[config.mk]
export PLATFORM = sky130hd
export DESIGN_NAME = toggle_period_decoder
export DESIGN_NICKNAME = d
export VERILOG_FILES = /design/src/rtl/toggle_period_decoder.sv
export SDC_FILE = /design/constraint.sdc
export NUM_CORES = 1
export LEC_CHECK = 0
export BUFFER_PORTS_ARGS = -buffer_cell sky130_fd_sc_hd__buf_2
export CAP_MARGIN = 20
export CORE_MARGIN = 1.5
export CORE_UTILIZATION = 24
export CTS_CLUSTER_SIZE = 30
export DETAILED_ROUTE_END_ITERATION = 6
export GPL_TIMING_DRIVEN = 1
export PLACE_DENSITY = 0.46
export SYNTH_ARGS = -nofsm -noshare
export SYNTH_HDL_FRONTEND = slang
export SYNTH_SLANG_ARGS = --single-unit
[constraint.sdc]
create_clock -name clk -period 3.1 [get_ports clk]
set_clock_uncertainty 0.2 [all_clocks]
set_input_delay 0.62 -clock clk [delete_from_list [all_inputs] [get_ports clk]]
set_output_delay 0.62 -clock clk [all_outputs]
set_load 0.02 [all_outputs]
[src/rtl/toggle_period_decoder.sv]
// toggle_period_decoder
// Recovers the programmed delay of a rate divider from the spacing between
// edges of its toggling enable. Reports spacing-1, flags a stable rate via
// locked, and flags a stalled input via timeout.
// Optional build macro: SYNC_INPUT_EN adds a two-flop synchronizer on
// toggle_in, for a divider running on an unrelated clock.
module toggle_period_decoder #(
  parameter int WIDTH        = 27,
  parameter int LOCK_MATCHES = 2
) (
  input  logic             clk,
  input  logic             reset_n,
  input  logic             toggle_in,
  input  logic             clear,
  output logic [WIDTH-1:0] delay_out,
  output logic             delay_valid,
  output logic             locked,
  output logic             timeout
);

  typedef enum logic {
    ST_WAIT    = 1'b0,
    ST_MEASURE = 1'b1
  } state_t;

  localparam logic [WIDTH-1:0] CNT_MAX = {WIDTH{1'b1}};
  localparam logic [WIDTH-1:0] CNT_ONE = {{(WIDTH-1){1'b0}}, 1'b1};
  localparam logic [3:0]       LOCK_N  = 4'(LOCK_MATCHES);

  state_t           state_r;
  logic             prev_r;
  logic [WIDTH-1:0] cnt_r;
  logic [3:0]       match_cnt_r;
  logic [WIDTH-1:0] delay_out_r;
  logic             delay_valid_r;
  logic             locked_r;
  logic             timeout_r;

  logic             tin_s;
  logic             edge_s;
  logic [WIDTH-1:0] meas_s;
  logic [3:0]       next_match_s;
  logic             next_locked_s;

`ifdef SYNC_INPUT_EN
  logic sync_q1_r;
  logic sync_q2_r;

  // Two-flop synchronizer for an asynchronous divider enable
  always_ff @(posedge clk or negedge reset_n) begin
    if (!reset_n) begin
      sync_q1_r <= 1'b0;
      sync_q2_r <= 1'b0;
    end else begin
      sync_q1_r <= toggle_in;
      sync_q2_r <= sync_q1_r;
    end
  end

  assign tin_s = sync_q2_r;
`else
  assign tin_s = toggle_in;
`endif

  assign edge_s = tin_s ^ prev_r;

  // Next match count and lock decision for a measurement taken this cycle
  always_comb begin
    meas_s       = cnt_r - CNT_ONE;
    next_match_s = 4'd1;
    if (match_cnt_r == 4'd0) begin
      // first measurement since WAIT: nothing valid to compare against
      next_match_s = 4'd1;
    end else if (meas_s == delay_out_r) begin
      if (match_cnt_r >= LOCK_N) begin
        next_match_s = LOCK_N;
      end else begin
        next_match_s = match_cnt_r + 4'd1;
      end
    end else begin
      next_match_s = 4'd1;
    end
    next_locked_s = (next_match_s >= LOCK_N);
  end

  // Edge history: follows the input every cycle, even during clear
  always_ff @(posedge clk or negedge reset_n) begin
    if (!reset_n) begin
      prev_r <= 1'b0;
    end else begin
      prev_r <= tin_s;
    end
  end

  // Edge spacing counter, restarts at 1 on an edge and saturates at all-ones
  always_ff @(posedge clk or negedge reset_n) begin
    if (!reset_n) begin
      cnt_r <= '0;
    end else if (clear) begin
      cnt_r <= '0;
    end else if (edge_s) begin
      cnt_r <= CNT_ONE;
    end else if (cnt_r != CNT_MAX) begin
      cnt_r <= cnt_r + CNT_ONE;
    end else begin
      cnt_r <= cnt_r;
    end
  end

  // Measurement FSM with registered outputs
  always_ff @(posedge clk or negedge reset_n) begin
    if (!reset_n) begin
      state_r       <= ST_WAIT;
      match_cnt_r   <= 4'd0;
      delay_out_r   <= '0;
      delay_valid_r <= 1'b0;
      locked_r      <= 1'b0;
      timeout_r     <= 1'b0;
    end else if (clear) begin
      // clear also swallows any coincident edge
      state_r       <= ST_WAIT;
      match_cnt_r   <= 4'd0;
      delay_out_r   <= '0;
      delay_valid_r <= 1'b0;
      locked_r      <= 1'b0;
      timeout_r     <= 1'b0;
    end else begin
      delay_valid_r <= 1'b0;
      case (state_r)
        ST_WAIT: begin
          if (edge_s) begin
            state_r   <= ST_MEASURE;
            timeout_r <= 1'b0;
          end else begin
            state_r <= ST_WAIT;
          end
        end
        ST_MEASURE: begin
          if (edge_s) begin
            delay_out_r   <= meas_s;
            delay_valid_r <= 1'b1;
            match_cnt_r   <= next_match_s;
            locked_r      <= next_locked_s;
          end else if (cnt_r == CNT_MAX) begin
            // input stalled: drop lock, keep the last delay visible
            timeout_r   <= 1'b1;
            locked_r    <= 1'b0;
            match_cnt_r <= 4'd0;
            state_r     <= ST_WAIT;
          end else begin
            state_r <= ST_MEASURE;
          end
        end
        default: begin
          state_r     <= ST_WAIT;
          match_cnt_r <= 4'd0;
          locked_r    <= 1'b0;
        end
      endcase
    end
  end

  assign delay_out   = delay_out_r;
  assign delay_valid = delay_valid_r;
  assign locked      = locked_r;
  assign timeout     = timeout_r;

endmodule

# Word-level counts from Yosys, hierarchy flattened
# Index checks and enable logic that the tools add are counted.
[totals]
input_bits = 4
output_inout_bits = 30
mem_bits_ro = 0
mem_count = 0
reg_bits = 63
ram_bits = 0
latchBits = 0
elab_cells = 58
[classes]
n_bitwise = 2
mul = 0
n_shift = 0
n_div = 0
n_reduce_logical = 8
order_cmp = 2
add_sub_neg = 3
eq_ne = 6
n_mux = 29
[ops]
columns = ["operator", "n"]
rows = [
  ["$mux W27", 6],
  ["$mux W4", 7],
  ["$add A27 B1 Y27 const B", 1],
  ["$eq A27 B27 Y1", 1],
  ["$eq A27 B27 Y1 const B", 1],
  ["$ne A27 B27 Y1 const B", 1],
  ["$sub A27 B1 Y27 const B", 1],
  ["$mux W1", 14],
  ["$ge A4 B2 Y1 const B", 2],
  ["$ne A3 B3 Y1 const B", 2],
  ["$reduce_bool A3 Y1", 2],
  ["$add A4 B1 Y4 const B", 1],
  ["$logic_not A4 Y1", 1],
  ["$pmux W1 S2", 2],
  ["$reduce_and A2 Y1", 2],
  ["$reduce_bool A2 Y1", 2],
  ["$ne A3 B2 Y1 const B", 1],
  ["$reduce_and A3 Y1", 1],
  ["$not A1 Y1", 1],
  ["$xor A1 B1 Y1", 1],
]

# Depth between registers and ports, before layout
# Gate-level depths: netlist (run 1).
[depth]
ltp_word = 8
ltp_mapped = 11

# Least setup slack after synthesis (run 1)
# OpenSTA, ideal clock, no wires.
[synth_path]
path_type = "register -> register"
from = "register cnt_r[14]"
to = "register locked_r (netlist: locked)"
n_path_buf = 1
required_ns = 2.834
period_less_slack_ns = 3.224
arrival_ns = 2.958
stages_incl_launch_ff = 10
setup_slack_ns = -0.124
setup_time_ns = 0.066
cell_sequence = "dfrtp_1 -> buf_4 -> or4_4 -> or4_4 -> o211a_1 -> or4_1 -> a2111oi_2 -> nand4_1 -> nor4_2 -> a22o_1"
[synth_via]
elab_chain_len = 8
[synth_lines]
columns = ["element", "line", "source"]
rows = [
  ["from (decl)", "32", "logic [WIDTH-1:0] cnt_r;"],
  ["from (signal assigned)", "104", "cnt_r <= cnt_r + CNT_ONE;"],
  ["from (signal assigned)", "106", "cnt_r <= cnt_r;"],
  ["$sub A27 B1 Y27", "69", "meas_s = cnt_r - CNT_ONE;"],
  ["$eq A27 B27 Y1", "74", "end else if (meas_s == delay_out_r) begin"],
  ["$mux W4", "74", ""],
  ["$mux W4", "71", "if (match_cnt_r == 4'd0) begin"],
  ["$ge A4 B2 Y1", "83", "next_locked_s = (next_match_s >= LOCK_N);"],
  ["$mux W1", "139", "if (edge_s) begin"],
  ["$mux W1", "129", "case (state_r)"],
  ["$mux W1", "119", "end else if (clear) begin"],
  ["to (signal assigned)", "143", "locked_r <= next_locked_s;"],
  ["to (decl)", "36", "logic locked_r;"],
]
# Several ways; a longest one is shown, not always the timed one. The select of a mux whose other input is x is not followed.
# A chain may end at the register's enable or synchronous reset.

# Final worst setup path (run 1)
[layout_path]
from = "register cnt_r[13]"
to = "register match_cnt_r[0]"
[layout_via]
elab_chain_len = 7
[layout_lines]
columns = ["element", "line", "source"]
rows = [
  ["$sub A27 B1 Y27", "69", ""],
  ["$eq A27 B27 Y1", "74", ""],
  ["$mux W4", "74", ""],
  ["$mux W4", "71", ""],
  ["$mux W4", "139", ""],
  ["$mux W4", "129", ""],
  ["$mux W4", "119", ""],
  ["to (signal assigned)", "142", "match_cnt_r <= next_match_s;"],
  ["to (decl)", "33", "logic [3:0] match_cnt_r;"],
]
# Several ways; a longest one is shown, not always the timed one. The select of a mux whose other input is x is not followed.

==> impl_metrics.py, run 1 <==
metrics = {
    "sta": {
        "fin_crit_sh_pct": 105,
        "slew_headroom_pct": 45.6,
        "tightest_slew_ps": 816,
        "slew_violations": 0,
        "setup_violations": 4,
        "fin_ws_ps": -167,
        "fmax_mhz": 306,
        "period_needed_ps": 3270,
        "hold_viol_final": 0,
        "rsz0062_at_grt": "true",
    },
    "yosys": {
        "async_flop_share_pct": 100,
        "yosysUniqueCellTypes": 56,
        "synth_common_cells": "63 x dfrtp_1, 51 x nand2_1, 41 x xnor2_1",
        "synth_nets": 473,
        "synth_area_leaders": "dfrtp_1 39%, xnor2_1 8.9%, xor2_1 6.3%",
        "ys_seq_area_share_pct": 39.1,
        "synth_most_common_cell": "dfrtp_1",
        "syn_area_um2": 4030,
        "synth_top_area_share_pct": 39.1,
        "syn-instance-count": 464,
        "synth_ff_type": "dfrtp_1",
        "yosys_warnings": 0,
        "synth_edf_count": 0,
        "synth_seq_cells": 63,
        "avgSynthCellArea_um2": 8.69,
        "yosysTopAreaCell": "dfrtp_1",
    },
    "power_and_ir_drop": {
        "p_leak_nw": 2.35,
        "total_power_mw": 2.25,
        "vdd_ir_drop_max_mv": 0.252,
        "powerDensity_nw_per_um2": 435,
    },
    "cts": {
        "clock_sinks": 63,
        "cts_buffers": 9,
        "htree_levels": 3,
        "ctsRootBufferMaster": "clkbuf_16",
        "clk_path_buf_depth": 2,
        "cts_tree": "built",
        "clk_pin_slew_ps": 50,
        "clock_latency_ps": 340,
    },
    "global_route": {
        "grt_pass1_wl_mm": 20.3,
        "antenna_found_initial": 0,
        "grt-ovfl-total": 0,
        "grt_pass1_vias": 3722,
        "grt_max_degree": 33,
        "grt_util_all_layers_pct": 15.0,
    },
    "critical_path": {
        "reg2regPathDepth": 9,
        "cp-start-kind": "flop",
        "worstSetupEndpointType": "flop",
        "critPathArrivalTime_ps": 3280,
        "path_class": "reg -> reg",
        "reg2reg_from": "cnt_r[13]$_DFFE_PN0P_",
        "worst_ep_required_time_ps": 3120,
        "startpoint": "cnt_r[13]$_DFFE_PN0P_",
        "crit_fanout": 7,
    },
    "detailed_routing": {
        "postRouteAntennaNets": 0,
        "vias": 3650,
        "first_pass_iters": 4,
        "wl_mm": 12.5,
        "drt_iter0_markers": 178,
        "avgViaCountPerCell": 4.78,
        "routedWlPerCell_um": 16.4,
        "drc": 0,
    },
    "finish": {
        "drive_above_1_share_pct": 23.6,
        "diodes": 0,
        "n_fill_cell": 1752,
        "num-nets-final": 549,
        "final_area_um2": 5180,
        "layout-area-overhead-vs-synth_pct": 28.5,
    },
    "placed_design": {
        "hpwl_mm": 9.60,
        "place.gp.congestion": 0.871,
        "dpl_cell_area_um2": 4830,
        "io_buffers": 33,
    },
    "floorplanning": {
        "die_w_um": 133,
        "initial_utilization_pct": 24.5,
        "coreArea_um2": 16500,
        "rows": 47,
        "die_h_um": 133,
        "ioPinCount": 34,
        "dieArea_um2": 17600,
    },
    "min_path": {
        "hp-class": "in -> async",
    },
    "outcome": {
        "failed_checks": "negative setup slack",
        "outcome": "finished with violations",
    },
    "flow_run": {
        "drv_cap": 0,
    },
}
==> through the flow <==
step | setup slack, ps | instances | hold slack, ps | TNS (ps) | utilization, %
6_report | -167 | 763 | 171 | -607 | 31.4
2_1_floorplan | -73.0 | 464 | 124 | -248 | -
4_1_cts | -169 | 763 | 192 | -662 | 31.1
5_1_grt | -309 | 763 | 231 | -1210 | 31.4
3_5_place_dp | -239 | 748 | 277 | -912 | 29.3
3_3_place_gp | -149 | 748 | 280 | -532 | 29.3
==> logic make-up after synthesis <==
family | Yosys count | share of synthesized area (%)
XOR/XNOR | 71 | 15.8
adder cells (fa/ha/maj) | 5 | 1.55
AO/OA/AOI/OAI | 76 | 12.0
flip-flops | 63 | 39.1
AND/OR/NAND/NOR | 206 | 27.2
buffers and inverters | 43 | 4.32
==> power by group <==
group	internal, mW	switching (mW)	total, mW
registers	0.853	0.0345	0.888
logic	0.180	0.254	0.434
clock network	0.574	0.358	0.932
==> routing by layer <==
metal | vias to the layer above | GRT usage (%) | part of all wire (%)
li1 | 1779 | - | -
met1 | 1788 | 19.6 | 47
met2 | 63 | 23.9 | 45
met3 | 20 | 3.26 | 4.0
met4 | 0 | 7.08 | 3.2
met5 | - | 0 | 0
==> cells in the final DEF (no fill, tap or decap), types with 5 or more instances in the layout <==
cell type and count:
a21oi_1 14, nand3_1 14, inv_1 10, nand2b_1 7, nor2b_1 5, nand2_1 51
dfrtp_1 63, and4_1 5, a22o_1 6, nand4_1 11, buf_2 33, nor3_1 17
clkbuf_16 9, buf_4 64, ha_1 5, xor2_1 29, o21ai_0 33, nor2_1 39
or3_1 7, nor4_1 16, xnor2_1 41
==> state kept, by name, indices dropped and copies added (netlist names) <==
name         flops
cnt_r           27
prev_r           1
locked           1
timeout          1
state_r          1
delay_valid      1
delay_out       27
match_cnt_r      4
==> worst max-delay path, cell delays in order (launching register included) <==
cell and delay (ps):
dfrtp_1 370, or4_4 540, or4_4 470, o211a_1 250, or4_4 490, a2111oi_4 210
nand4_1 130, buf_4 170, nor4b_2 210, o2bb2ai_1 100
==> what timing repair did <==
action / 4_1_cts / 5_1_grt
endpoints found under the hold margin: 0 / 0
pin swaps: 2 / 2
gates resized for setup: 3 / 8
endpoints found under the setup margin: 4 / 16
setup buffers: 1 / 0
hold buffers: 0 / 0
==> area by class of cell <==
class | count | area, um2 | share of cell area, %
clock inverter | 1 | 5.00 | 0.0967
clock buffer | 13 | 260 | 5.03
inverter | 10 | 37.5 | 0.725
multi-input combinational | 358 | 2360 | 45.5
timing repair buffer | 98 | 666 | 12.9
tap | 220 | 275 | 5.32
sequential | 63 | 1580 | 30.4
==> path summary, 6_finish.rpt <==
kind | slack [ps] | end
worst min-delay path | 170 | delay_out[22]$_DFFE_PN0P_
worst max register to register | -170 | match_cnt_r[0]$_DFFE_PN0P_
worst max-delay path | -170 | match_cnt_r[0]$_DFFE_PN0P_
min in group clk | 240 | prev_r$_DFF_PN0_
max in group asynchronous | 1880 | delay_out[8]$_DFFE_PN0P_
worst min register to register | 300 | match_cnt_r[3]$_DFFE_PN0P_
No activity file was read; power rests on OpenSTA's default activity.
==> run 2: changes to the inputs <==
--- a/config.mk
+++ b/config.mk
@@ -9,6 +9,7 @@
 export CAP_MARGIN = 20
 export CORE_MARGIN = 1.5
 export CORE_UTILIZATION = 24
+export CTS_BUF_LIST = sky130_fd_sc_hd__clkbuf_8
 export CTS_CLUSTER_SIZE = 30
 export DETAILED_ROUTE_END_ITERATION = 6
 export GPL_TIMING_DRIVEN = 1
==> impl_metrics.py, run 2 (synthesis results as in run 1) <==
metrics = {
    "outcome": {
        "outcome": "finished with violations",
        "failed_checks": "negative setup slack",
    },
    "finish": {
        "num-nets-final": 549,
        "final_common_cell": "buf_4",
        "final_cell_mix": "64 x buf_4, 63 x dfrtp_1, 51 x nand2_1",
        "diodes": 0,
        "fin_util_pct": 30.8,
        "layout-area-overhead-vs-synth_pct": 26.0,
        "final_area_um2": 5080,
        "drive_above_1_share_pct": 23.6,
        "n_fill_cell": 1763,
    },
    "detailed_routing": {
        "postRouteAntennaNets": 0,
        "drt_iter0_markers": 181,
        "avgViaCountPerCell": 4.77,
        "drc": 0,
        "routedWlPerCell_um": 16.4,
        "wl_mm": 12.5,
        "first_pass_iters": 4,
        "vias": 3643,
    },
    "critical_path": {
        "cpMostUsedCell": "or4_4",
        "startpoint": "cnt_r[13]$_DFFE_PN0P_",
        "crit_chain": "or4_4 > or4_4 > o211a_1 > or4_4 > a2111oi_4 > nand4_1 > buf_4 > nor4b_2 > o2bb2ai_1",
        "cp-start-kind": "flop",
        "cp_slowest_stage_delay_ps": 540,
        "path_class": "reg -> reg",
        "worstSetupEndpointType": "flop",
        "slowest_stage": "or4_4",
        "crit_fanout": 7,
        "reg2reg_from": "cnt_r[13]$_DFFE_PN0P_",
        "cp_num_buf_inv": 1,
        "worst_ep_required_time_ps": 3150,
        "critPathArrivalTime_ps": 3310,
        "crit_family": "simple AND/OR/NAND/NOR gates",
    },
    "power_and_ir_drop": {
        "p_leak_nw": 2.32,
        "vdd_ir_drop_max_mv": 0.154,
        "powerDensity_nw_per_um2": 388,
        "total_power_mw": 1.97,
    },
    "cts": {
        "clock_latency_ps": 380,
        "hold_buffers": 0,
        "clk_path_buf_depth": 2,
        "clk_pin_slew_ps": 70,
        "htree_levels": 3,
        "clock_sinks": 63,
        "ctsRootBufferMaster": "clkbuf_8",
        "cts_tree": "built",
        "cts_buffers": 9,
    },
    "floorplanning": {
        "die_w_um": 133,
        "die_h_um": 133,
        "ioPinCount": 34,
        "rows": 47,
        "dieArea_um2": 17600,
        "coreArea_um2": 16500,
        "initial_utilization_pct": 24.5,
    },
    "min_path": {
        "hp-class": "in -> async",
    },
    "global_route": {
        "grt_pass1_wl_mm": 20.3,
        "grt-ovfl-total": 0,
        "antenna_found_initial": 0,
        "grt_util_all_layers_pct": 15.1,
        "grt_max_degree": 33,
        "grt_pass1_vias": 3710,
    },
    "sta": {
        "whs_ps": 126,
        "slew_violations": 0,
        "rsz0062_at_grt": "true",
        "hold_viol_final": 0,
        "fin_crit_sh_pct": 105,
        "tightest_slew_ps": 793,
        "fin_setup_tns_ps": -596,
        "setup_violations": 4,
        "slew_headroom_pct": 47.1,
        "fin_ws_ps": -163,
        "period_needed_ps": 3260,
        "fmax_mhz": 306,
    },
    "placed_design": {
        "dpl_cell_area_um2": 4830,
        "place.gp.congestion": 0.871,
        "hpwl_mm": 9.60,
        "io_buffers": 33,
    },
    "flow_run": {
        "drv_cap": 0,
    },
}
==> run 2: metal layers <==
metal,wire length (um),part of all wire [%],GRT usage [%]
met1,5960,48,19.7
met2,5670,45,23.6
met3,513,4.1,3.83
met4,363,2.9,6.35
met5,0,0,0
==> run 2: path summary, 6_finish.rpt <==
path,end,slack (ps),depth (start not counted)
setup / recovery,match_cnt_r[0]$_DFFE_PN0P_,-160,9
hold / removal,delay_out[22]$_DFFE_PN0P_,130,1
setup reg to reg,match_cnt_r[0]$_DFFE_PN0P_,-160,9
hold reg to reg,match_cnt_r[3]$_DFFE_PN0P_,300,1
max in group asynchronous,delay_out[15]$_DFFE_PN0P_,1930,2
min in group clk,prev_r$_DFF_PN0_,210,1
==> run 2: cell type report <==
cell class / instances / area (um2) / area share, %
Multi-Input combinational cell: 358 / 2360 / 46.4
Inverter: 10 / 37.5 / 0.739
Timing Repair Buffer: 98 / 666 / 13.1
Sequential cell: 63 / 1580 / 31.1
Tap cell: 220 / 275 / 5.42
Clock buffer: 11 / 151 / 2.98
Clock inverter: 3 / 12.5 / 0.246
==> run 2: worst reg2reg max path, cell delays in order, from the launching register on <==
cell	delay (ps)
dfrtp_1	380
or4_4	540
or4_4	470
o211a_1	250
or4_4	490
a2111oi_4	210
nand4_1	130
buf_4	170
nor4b_2	210
o2bb2ai_1	100
==> run 2: repair_timing <==
| action | in CTS | in global routing |
|---|---|---|
| endpoints found under the hold margin | 0 | 0 |
| gates resized for setup | 3 | 8 |
| pin swaps | 2 | 2 |
| endpoints found under the setup margin | 4 | 16 |
| setup buffers | 1 | 0 |
==> run 2: power by group <==
group / switching [mW] / total (mW) / leakage (nW) / internal (mW)
clock: 0.331 / 0.648 / 0.0937 / 0.318
sequential: 0.0345 / 0.886 / 0.865 / 0.851
combinational: 0.253 / 0.433 / 1.36 / 0.180
total: 0.618 / 1.97 / 2.32 / 1.35
==> run 2: metrics by stage <==
stage,worst slack (ps),cells
CTS,-173,763
detailed placement,-239,748
floorplan,-73.0,464
global route,-307,763
global placement,-149,748
finish,-163,763
